==> config.mk <==
export PLATFORM = sky130hd
export DESIGN_NAME = ring_counter_ext
export DESIGN_NICKNAME = d
export VERILOG_FILES = /design/src/rtl/ring_counter_ext.sv
export SDC_FILE = /design/constraint.sdc
export NUM_CORES = 1
export LEC_CHECK = 0
export CELL_PAD_IN_SITES_DETAIL_PLACEMENT = 1
export CELL_PAD_IN_SITES_GLOBAL_PLACEMENT = 1
export CORE_MARGIN = 2
export CORE_UTILIZATION = 32
export DETAILED_ROUTE_END_ITERATION = 8
export PLACE_DENSITY_LB_ADDON = 0.1
export SYNTH_ARGS = -nofsm -noshare
export SYNTH_HDL_FRONTEND = slang
export SYNTH_SLANG_ARGS = --single-unit
==> constraint.sdc <==
create_clock -name Clock -period 2 [get_ports Clock]
set_input_delay 0.4 -clock Clock [delete_from_list [all_inputs] [get_ports Clock]]
set_output_delay 0.4 -clock Clock [all_outputs]
set_load 0.02 [all_outputs]
==> src/rtl/ring_counter_ext.sv <==
// Ring / Johnson counter with direction control, parallel load, wrap pulse and legality flag.
// Optional build macro RING_SELFCORRECT_EN: illegal states are forced back to the home value.
module ring_counter_ext #(
    parameter int unsigned WIDTH = 4
) (
    input  logic             Clock,
    input  logic             Reset,
    input  logic             Enable,
    input  logic             Dir,
    input  logic             Mode,
    input  logic             Load,
    input  logic [WIDTH-1:0] Load_value,
    output logic [WIDTH-1:0] Count_out,
    output logic             Wrap,
    output logic             Illegal
);

    localparam logic [WIDTH-1:0] RING_HOME = WIDTH'(1);
    localparam logic [WIDTH-1:0] JOHN_HOME = '0;

    logic [WIDTH-1:0] count_q, count_d;
    logic             wrap_q, wrap_d;
    logic             mode_q;
    logic [WIDTH-1:0] home;
    logic [WIDTH-1:0] shifted;
    logic [WIDTH-1:0] count_inv;
    logic             ring_legal;
    logic             john_legal;
    logic             mode_change;

    assign home        = Mode ? JOHN_HOME : RING_HOME;
    assign mode_change = (Mode != mode_q);
    assign count_inv   = ~count_q;

    // One-hot check for ring; Johnson patterns are 0..01..1 or 1..10..0.
    assign ring_legal = (count_q != '0) && ((count_q & (count_q - WIDTH'(1))) == '0);
    assign john_legal = ((count_q & (count_q + WIDTH'(1))) == '0) ||
                        ((count_inv & (count_inv + WIDTH'(1))) == '0);
    assign Illegal    = Mode ? ~john_legal : ~ring_legal;

    always_comb begin
        shifted = count_q;
        case ({Mode, Dir})
            2'b00:   shifted = {count_q[WIDTH-2:0], count_q[WIDTH-1]};
            2'b01:   shifted = {count_q[0], count_q[WIDTH-1:1]};
            2'b10:   shifted = {count_q[WIDTH-2:0], ~count_q[WIDTH-1]};
            default: shifted = {~count_q[0], count_q[WIDTH-1:1]};
        endcase
    end

    // Next state: mode change > load > (self-correct) > shift > hold.
    always_comb begin
        count_d = count_q;
        wrap_d  = 1'b0;
        if (mode_change) begin
            count_d = home;
        end else if (Load) begin
            count_d = Load_value;
`ifdef RING_SELFCORRECT_EN
        end else if (Illegal) begin
            count_d = home;
`endif
        end else if (Enable) begin
            count_d = shifted;
            wrap_d  = (shifted == home);
        end
    end

    always_ff @(posedge Clock) begin
        if (Reset) begin
            count_q <= home;
            wrap_q  <= 1'b0;
            mode_q  <= Mode;
        end else begin
            count_q <= count_d;
            wrap_q  <= wrap_d;
            mode_q  <= Mode;
        end
    end

    assign Count_out = count_q;
    assign Wrap      = wrap_q;

endmodule

Yosys cells after proc, flatten, opt, wreduce, memory -nomap -nowiden
Cells that the tools add are included.
{"block": "classes", "n_addsub": 3, "n_eq_ne": 4, "mux": 7, "n_bitwise": 9, "reduce_logical": 9}
{"cell": "4-bit 2-to-1 mux", "n": 4}
{"cell": "4-bit bitwise AND", "n": 3}
{"cell": "4-bit zero test", "n": 3}
{"cell": "4-bit case mux with 3 select lines", "n": 1}
{"cell": "4-bit by 1-bit adder with 4-bit output (second input constant)", "n": 2}
{"cell": "4-bit nonzero test", "n": 2}
{"cell": "1-bit NOT", "n": 5}
{"cell": "4-bit by 1-bit == test with 1-bit output", "n": 1}
{"cell": "4-bit NOT", "n": 1}
{"cell": "4-bit OR reduction", "n": 1}
{"cell": "4-bit by 1-bit subtractor with 4-bit output (second input constant)", "n": 1}
{"cell": "2-bit by 1-bit == test with 1-bit output (second input constant)", "n": 1}
{"cell": "2-bit == test (second input constant)", "n": 1}
{"cell": "2-bit zero test", "n": 1}
{"cell": "1-bit 2-to-1 mux", "n": 2}
{"cell": "1-bit logical AND", "n": 1}
{"cell": "1-bit logical OR", "n": 1}
{"cell": "1-bit inequality test", "n": 1}
{"block": "word_totals", "reg_bits": 6, "in_bits": 10, "output_inout_bits": 6, "wordCells": 35}

Logic depth before layout (Yosys ltp)
Gate-level depths: netlist of run 1.
{"block": "logic_depth", "depth_word": 7, "ltp_mapped": 4, "depth_no_buf": 3}

Worst setup path after synthesis of run 1
No wires, ideal clock.
{"block": "synth_path", "path_type": "reg2out", "startpoint": "reg count_q[0], in the netlist Count_out[0]", "endpoint": "out Illegal", "arrival_time_ps": 1439, "required_ps": 1600, "setup_slack_ps": 161, "path_stages_with_launch": 5, "path_buffers": 1, "path_cell_list": "edfxtp_1 -> buf_2 -> or3_4 -> a211o_1 -> nand3_1"}
{"block": "synth_between", "elab_chain_cells": 7, "word_cells_on_any_way": 16}
{"element": "start: declaration", "line_no": "21", "source": "logic [WIDTH-1:0] count_q, count_d;"}
{"element": "start signal: assignment", "line_no": "71", "source": "count_q <= home;"}
{"element": "start signal: assignment", "line_no": "75", "source": "count_q <= count_d;"}
{"element": "4-bit NOT", "line_no": "33", "source": "assign count_inv = ~count_q;"}
{"element": "4-bit by 1-bit adder with 4-bit output", "line_no": "38", "source": "((count_inv & (count_inv + WIDTH'(1))) == '0);"}
{"element": "4-bit bitwise AND", "line_no": "38"}
{"element": "4-bit zero test", "line_no": "38"}
{"element": "1-bit logical OR", "line_no": "37", "source": "assign john_legal = ((count_q & (count_q + WIDTH'(1))) == '0) ||"}
{"element": "1-bit NOT", "line_no": "39", "source": "assign Illegal = Mode ? ~john_legal : ~ring_legal;"}
{"element": "1-bit 2-to-1 mux (*)", "line_no": "39"}
{"element": "end: declaration", "line_no": "15", "source": "output logic Illegal"}
Mark *: on every way between the ends. The rest lies on a longest branch, timed or not.

Worst setup path in the final report of run 1
{"block": "layout_path", "startpoint": "in Mode", "endpoint": "out Illegal"}
{"block": "layout_between", "elab_chain_cells": 1}
{"element": "start: declaration", "line_no": "10", "source": "input logic Mode,"}
{"element": "1-bit 2-to-1 mux", "line_no": "39"}
No other way between the ends.

==> results.yml, run 1 <==
logic_synthesis:
  avgSynthCellArea_sq_um: 9.691
  ys_ff_latch: 6
  synth_seq_area_share: 0.3241
  synth-edff-count: 4
  synthesis.area_sq_um: 494.2
  syn-num-nets: 61
  ys.flop_type: "edfxtp_1"
  syn_inst: 51
  synth-async-reset-ratio: 0
  yosysUniqueCellTypes: 29
  yosys_warnings: 0
timing:
  setup_slack_ps: 79.81
  whs_ps: 628.0
  worst_pin_slew_ps: 368.9
  slew-limit-headroom: 0.7533
  fin_skew_ps: 0.6309
  setup_violations: 0
  slew_viol_final: 0
  hold_viol_final: 0
  min_period_over_period: 0.9601
  fmax_mhz: 520.8
  rsz0062_at_grt: "false"
  finalCriticalPeriod_ps: 1920
flow_run:
  drv_cap: 0
critical_path:
  worstPathCellList: "clkdlybuf4s15_1, or3_4, a211o_1, nand3_1, buf_4"
  slowest_stage: "or3_4"
  crit_arrival_ps: 1520
  path_buf_inv: 2
  path_class: "input port to output pin"
  crit_family: "simple AND/OR/NAND/NOR gates"
  critical_path_required_ps: 1600
  r2r_start: "Count_out[1]$_SDFFCE_PP0P_"
  rr_endpoint: "Count_out[0]$_DFFE_PP_"
  path_max_fanout: 5
  cp-end-kind: "output pin"
  crit_path_start: "Mode"
  r2r_cells: 4
  slowest_delay_ps: 410
  critPathLaunchType: "input port"
  rrSetupSlack_ps: 550
floorplanning:
  io_pins: 16
  die_area_sq_um: 1875
  die_h_um: 43.30
  initial_core_util: 0.3359
  rows: 14
  core-area_sq_um: 1471
  die_w_um: 43.30
cells_and_area:
  stdcell_area_sq_um: 715.7
  drive_gt1_frac: 0.2740
  final_common_cell: "clkdlybuf4s50_1"
  finish.net_count: 85
  finalCoreUtilization: 0.4864
  antenna_cells: 0
  area_delta_synth_final_pct: 44.81
  layout_common_cells: "13 x clkdlybuf4s50_1, 10 x buf_4, 4 x edfxtp_1, 4 x nor2_1"
  layout.cells.non_filler: 89
clock_network:
  cts_max_path_buffers: 2
  insertion_delay_ps: 240
  htreeDepth: 1
  cts_tree: "yes"
  cts-root-buf: "clkbuf_4"
  cts_setup_buffers: 0
  clock-sinks: 6
  cts_buffers: 3
  clkTransAtPathRegs_ps: 40
global_route:
  gr-total-overflow: 0
  antenna_found_initial: 0
  grt_pass1_vias: 474
  grt_start_max_net_pins: 12
  grt_pass1_wl_mm: 2.194
  grtUsageTotal: 0.1574
placement:
  place_inst: 86
  port_buffers: 15
  gp_congestion: 0.7394
  pre_cts_slack_ps: -632.7
  dpl.hpwl_mm: 1.027
  placed_area_sq_um: 688.2
detailed_routing:
  post_drt_wl_per_cell_um: 14.83
  ant_nets: 0
  drt_wl_total_mm: 1.320
  drtIter0Drc: 1
  drt_pre_antenna_iters: 4
  vias: 474
  avgViaCountPerCell: 5.326
  drc: 0
power:
  powerDensity_nw_per_um2: 577.6
  p_leak_nw: 0.2748
  irDropWorstVdd_uv: 373.0
worst_hold_path:
  min_path_type: "input port to flop"
  hold-path-cell-count: 2
  whs_endpoint: "mode_q$_DFF_P_"
  min_from: "Mode"
run_status:
  status: "completed"
## worst register-to-register path, stage by stage, from the launching register on
cell and delay [ps]:
edfxtp_1 460, buf_4 190, nor3b_1 260, or4_1 180, nand3_1 90
## synthesized netlist by cell type, drive strengths merged (3+ instances only)
cell type  number  area (sq um)
edfxtp          4         120.1
nor3b           3         22.52
nand3           3         15.01
nor2            4         15.01
buf             4         38.78
o21ai           3         15.01
## how the worst max path moves through the flow
stage	end	depth (start not counted)
finish	Illegal	5
global route	Illegal	5
CTS	Illegal	5
detailed placement	Illegal	5
global placement	Illegal	5
floorplan	Illegal	4
## metrics by stage
| step | total power (W) | setup TNS (ps) |
|---|---|---|
| after floorplan | 0.0002367 | 0 |
| after global placement | 0.0003031 | -618.9 |
| after detailed placement | 0.0003057 | -695.7 |
| after CTS | 0.0004135 | 0 |
| after global routing | 0.0004397 | 0 |
| final | 0.0004134 | 0 |
## power breakdown
group,total (W),internal (W),leakage [nW],switching [W]
Sequential,0.000151,0.000143,0.0620,0.00000808
Clock,0.000110,0.0000678,0.0138,0.0000424
Combinational,0.000152,0.0000818,0.199,0.0000704
Total,0.000413,0.000292,0.275,0.000121
## layout make-up
cell class / count / area (sq um)
timing repair buffer: 24 / 215.2
sequential: 6 / 160.2
fill: 192 / 755.7
clock buffer: 3 / 22.52
multi-input combinational: 40 / 297.8
tap: 16 / 20.02
## repair_timing
item,in CTS,in global routing
setup endpoints to repair,1,1
hold buffers,0,0
gates resized for setup,5,4
## kinds of logic after synthesis
logic type / after synthesis / synth area share
buf+inv: 5 / 0.08858
xor+xnor: 2 / 0.03545
mux: 4 / 0.08607
simple gates: 24 / 0.3038
flops: 6 / 0.3241
compound gates: 10 / 0.1620
## routing by layer
metal  wire length, um  GRT usage  part of all wire
met5                 0          0                 0
met1               568     0.1947              0.43
met2               674     0.2746              0.51
met4                 4    0.01818            0.0030
met3                73    0.05106             0.055
## sequential cells by signal, indices dropped and copies added (netlist names)
register,flops
Count_out,4
Wrap,1
mode_q,1
Power figures use the tool's default switching activity.
==> inputs of run 2 (changes only) <==
==> constraint.sdc (replaced) <==
create_clock -name Clock -period 2 [get_ports Clock]
set_input_delay 0.2 -clock Clock [delete_from_list [all_inputs] [get_ports Clock]]
set_output_delay 0.2 -clock Clock [all_outputs]
set_load 0.02 [all_outputs]
==> run 2 against run 1 <==
Global-route usage rose by 1.3 points. Hold slack lost 17 ps. Via count shrank 0.21%. First-iteration DRC count rose to 6.0 times the previous value. Wire length is 2.4% lower. Critical path depth did not move. Combinational power down 7%. Cell count is 2.2% lower. Clock power increased by 7%. Sequential cell count stayed put. Largest cell class unchanged. Largest power group is now sequential cells.
==> results.yml, run 2 (synthesis gave the netlist of run 1 again) <==
clock_network:
  clkTransAtPathRegs_ps: 50
  clock-sinks: 6
  cts_tree: "yes"
  cts_hold_buffers: 0
  cts_setup_buffers: 0
  htreeDepth: 1
  insertion_delay_ps: 250
  cts_buffers: 3
  cts_max_path_buffers: 2
  cts-root-buf: "clkbuf_4"
timing:
  fmax_mhz: 551.5
  rsz0062_at_grt: "false"
  slew-limit-headroom: 0.7249
  min_period_over_period: 0.9066
  worst_pin_slew_ps: 411.3
  fin_skew_ps: 4.186
  finalCriticalPeriod_ps: 1813
  setup_violations: 0
  hold_viol_final: 0
  slew_viol_final: 0
critical_path:
  slowest_delay_ps: 490
  rr_endpoint: "Wrap$_SDFF_PP0_"
  r2r_start: "Count_out[1]$_SDFFCE_PP0P_"
  r2r_cells: 4
  crit_arrival_ps: 1610
  rrSetupSlack_ps: 550
  critPathLaunchType: "input port"
  path_max_fanout: 5
  critical_path_required_ps: 1800
  cp-end-kind: "output pin"
  slowest_stage: "clkdlybuf4s50_1"
  path_class: "input port to output pin"
  worstPathCellList: "clkdlybuf4s50_1, or3_4, a211o_1, nand3_1, clkbuf_2"
floorplanning:
  initial_core_util: 0.3359
  die_area_sq_um: 1875
  core-area_sq_um: 1471
  rows: 14
  die_w_um: 43.30
  io_pins: 16
  die_h_um: 43.30
global_route:
  gr-usage-met3: 0.05106
  grt.met2_usage: 0.2567
  gr-usage-met1: 0.2031
  antenna_found_initial: 0
  grt_start_max_net_pins: 12
  grt_pass1_wl_mm: 2.214
  grt_pass1_vias: 491
  grt-busiest-layer: "met2"
  grtUsageTotal: 0.1707
  gr-total-overflow: 0
detailed_routing:
  drtIter0Drc: 6
  avgViaCountPerCell: 5.437
  vias: 473
  drt_pre_antenna_iters: 2
  post_drt_wl_per_cell_um: 14.80
  drc: 0
  ant_nets: 0
  drt_wl_total_mm: 1.288
placement:
  placed_area_sq_um: 673.1
  dpl.hpwl_um: 964.9
  port_buffers: 15
  gp_congestion: 0.6999
run_status:
  status: "completed"
cells_and_area:
  finalCoreUtilization: 0.4694
  antenna_cells: 0
  final_common_cell: "clkdlybuf4s50_1"
  area_delta_synth_final_pct: 39.75
  drive_gt1_frac: 0.2394
  layout_common_cells: "14 x clkdlybuf4s50_1, 7 x buf_4, 4 x edfxtp_1, 4 x nor2_1"
  stdcell_area_sq_um: 690.7
  finish.net_count: 83
  largest_reg_flops: 4
flow_run:
  drv_cap: 0
worst_hold_path:
  whs_endpoint: "Count_out[0]$_DFFE_PP_"
  hold-path-cell-count: 2
  min_from: "mode_q$_DFF_P_"
  min_path_type: "flop to flop"
power:
  powerDensity_nw_per_um2: 595.7
  irDropWorstVdd_uv: 330.9
  p_leak_nw: 0.2625
-- run 2: cell count changes in the layout (fill, tap and decap cells not counted), sizes merged --
cell           delta
clkdlybuf4s15     -1
clkbuf            +1
buf               -3
clkdlybuf4s50     +1
-- run 2: routing by layer --
| layer | up-vias | wire, um |
|---|---|---|
| li1 | 232 | - |
| met3 | 4 | 63 |
| met2 | 13 | 591 |
| met4 | 0 | 44 |
| met5 | - | 0 |
| met1 | 224 | 588 |
-- run 2: cell type report --
| type | instances | area, sq um |
|---|---|---|
| Clock buffer | 3 | 22.52 |
| Fill cell | 180 | 780.7 |
| Sequential cell | 6 | 160.2 |
| Timing Repair Buffer | 22 | 197.7 |
| Tap cell | 16 | 20.02 |
| Multi-Input combinational cell | 40 | 290.3 |
-- run 2: worst max-delay path by stage --
stage                                       from      end  slack (ps)  cells after the start
after floorplan           Count_out[0]$_DFFE_PP_  Illegal         360                      4
after global placement                      Mode  Illegal        -220                      5
after detailed placement                    Mode  Illegal        -250                      5
after CTS                                   Mode  Illegal          20                      5
after global routing                        Mode  Illegal         130                      5
final                                       Mode  Illegal         190                      5
-- run 2: per-stage QoR --
| stage | TNS [ps] | std cells | setup WS [ps] | hold slack, ps | total power (W) |
|---|---|---|---|---|---|
| 2_1_floorplan | 0 | 51 | 360.9 | 227.7 | 0.0002367 |
| 3_3_place_gp | -218.8 | 84 | -218.8 | 601.3 | 0.0002991 |
| 3_5_place_dp | -246.3 | 84 | -246.3 | 609.6 | 0.0003010 |
| 4_1_cts | 0 | 87 | 22.61 | 609.7 | 0.0004186 |
| 5_1_grt | 0 | 87 | 130.5 | 628.3 | 0.0004349 |
| 6_report | 0 | 87 | 186.7 | 610.6 | 0.0004115 |
-- run 2: critical path: cells and delay by family --
family          cells  cell delay [ps]
buf+inv             2              650
simple gates        2              500
compound gates      1              270
-- run 2: report_power, final --
part	leakage [nW]	internal, W	total [W]	switching [W]
Clock	0.0138	0.0000683	0.000118	0.0000501
Sequential	0.0620	0.000143	0.000153	0.00000978
Combinational	0.187	0.0000751	0.000141	0.0000655
-- run 2: repair_timing --
item / 4_1_cts / 5_1_grt
setup endpoints to repair: 1 / 1
gates cloned: 0 / 0
pin swaps: 0 / 0
gates resized for setup: 1 / 3
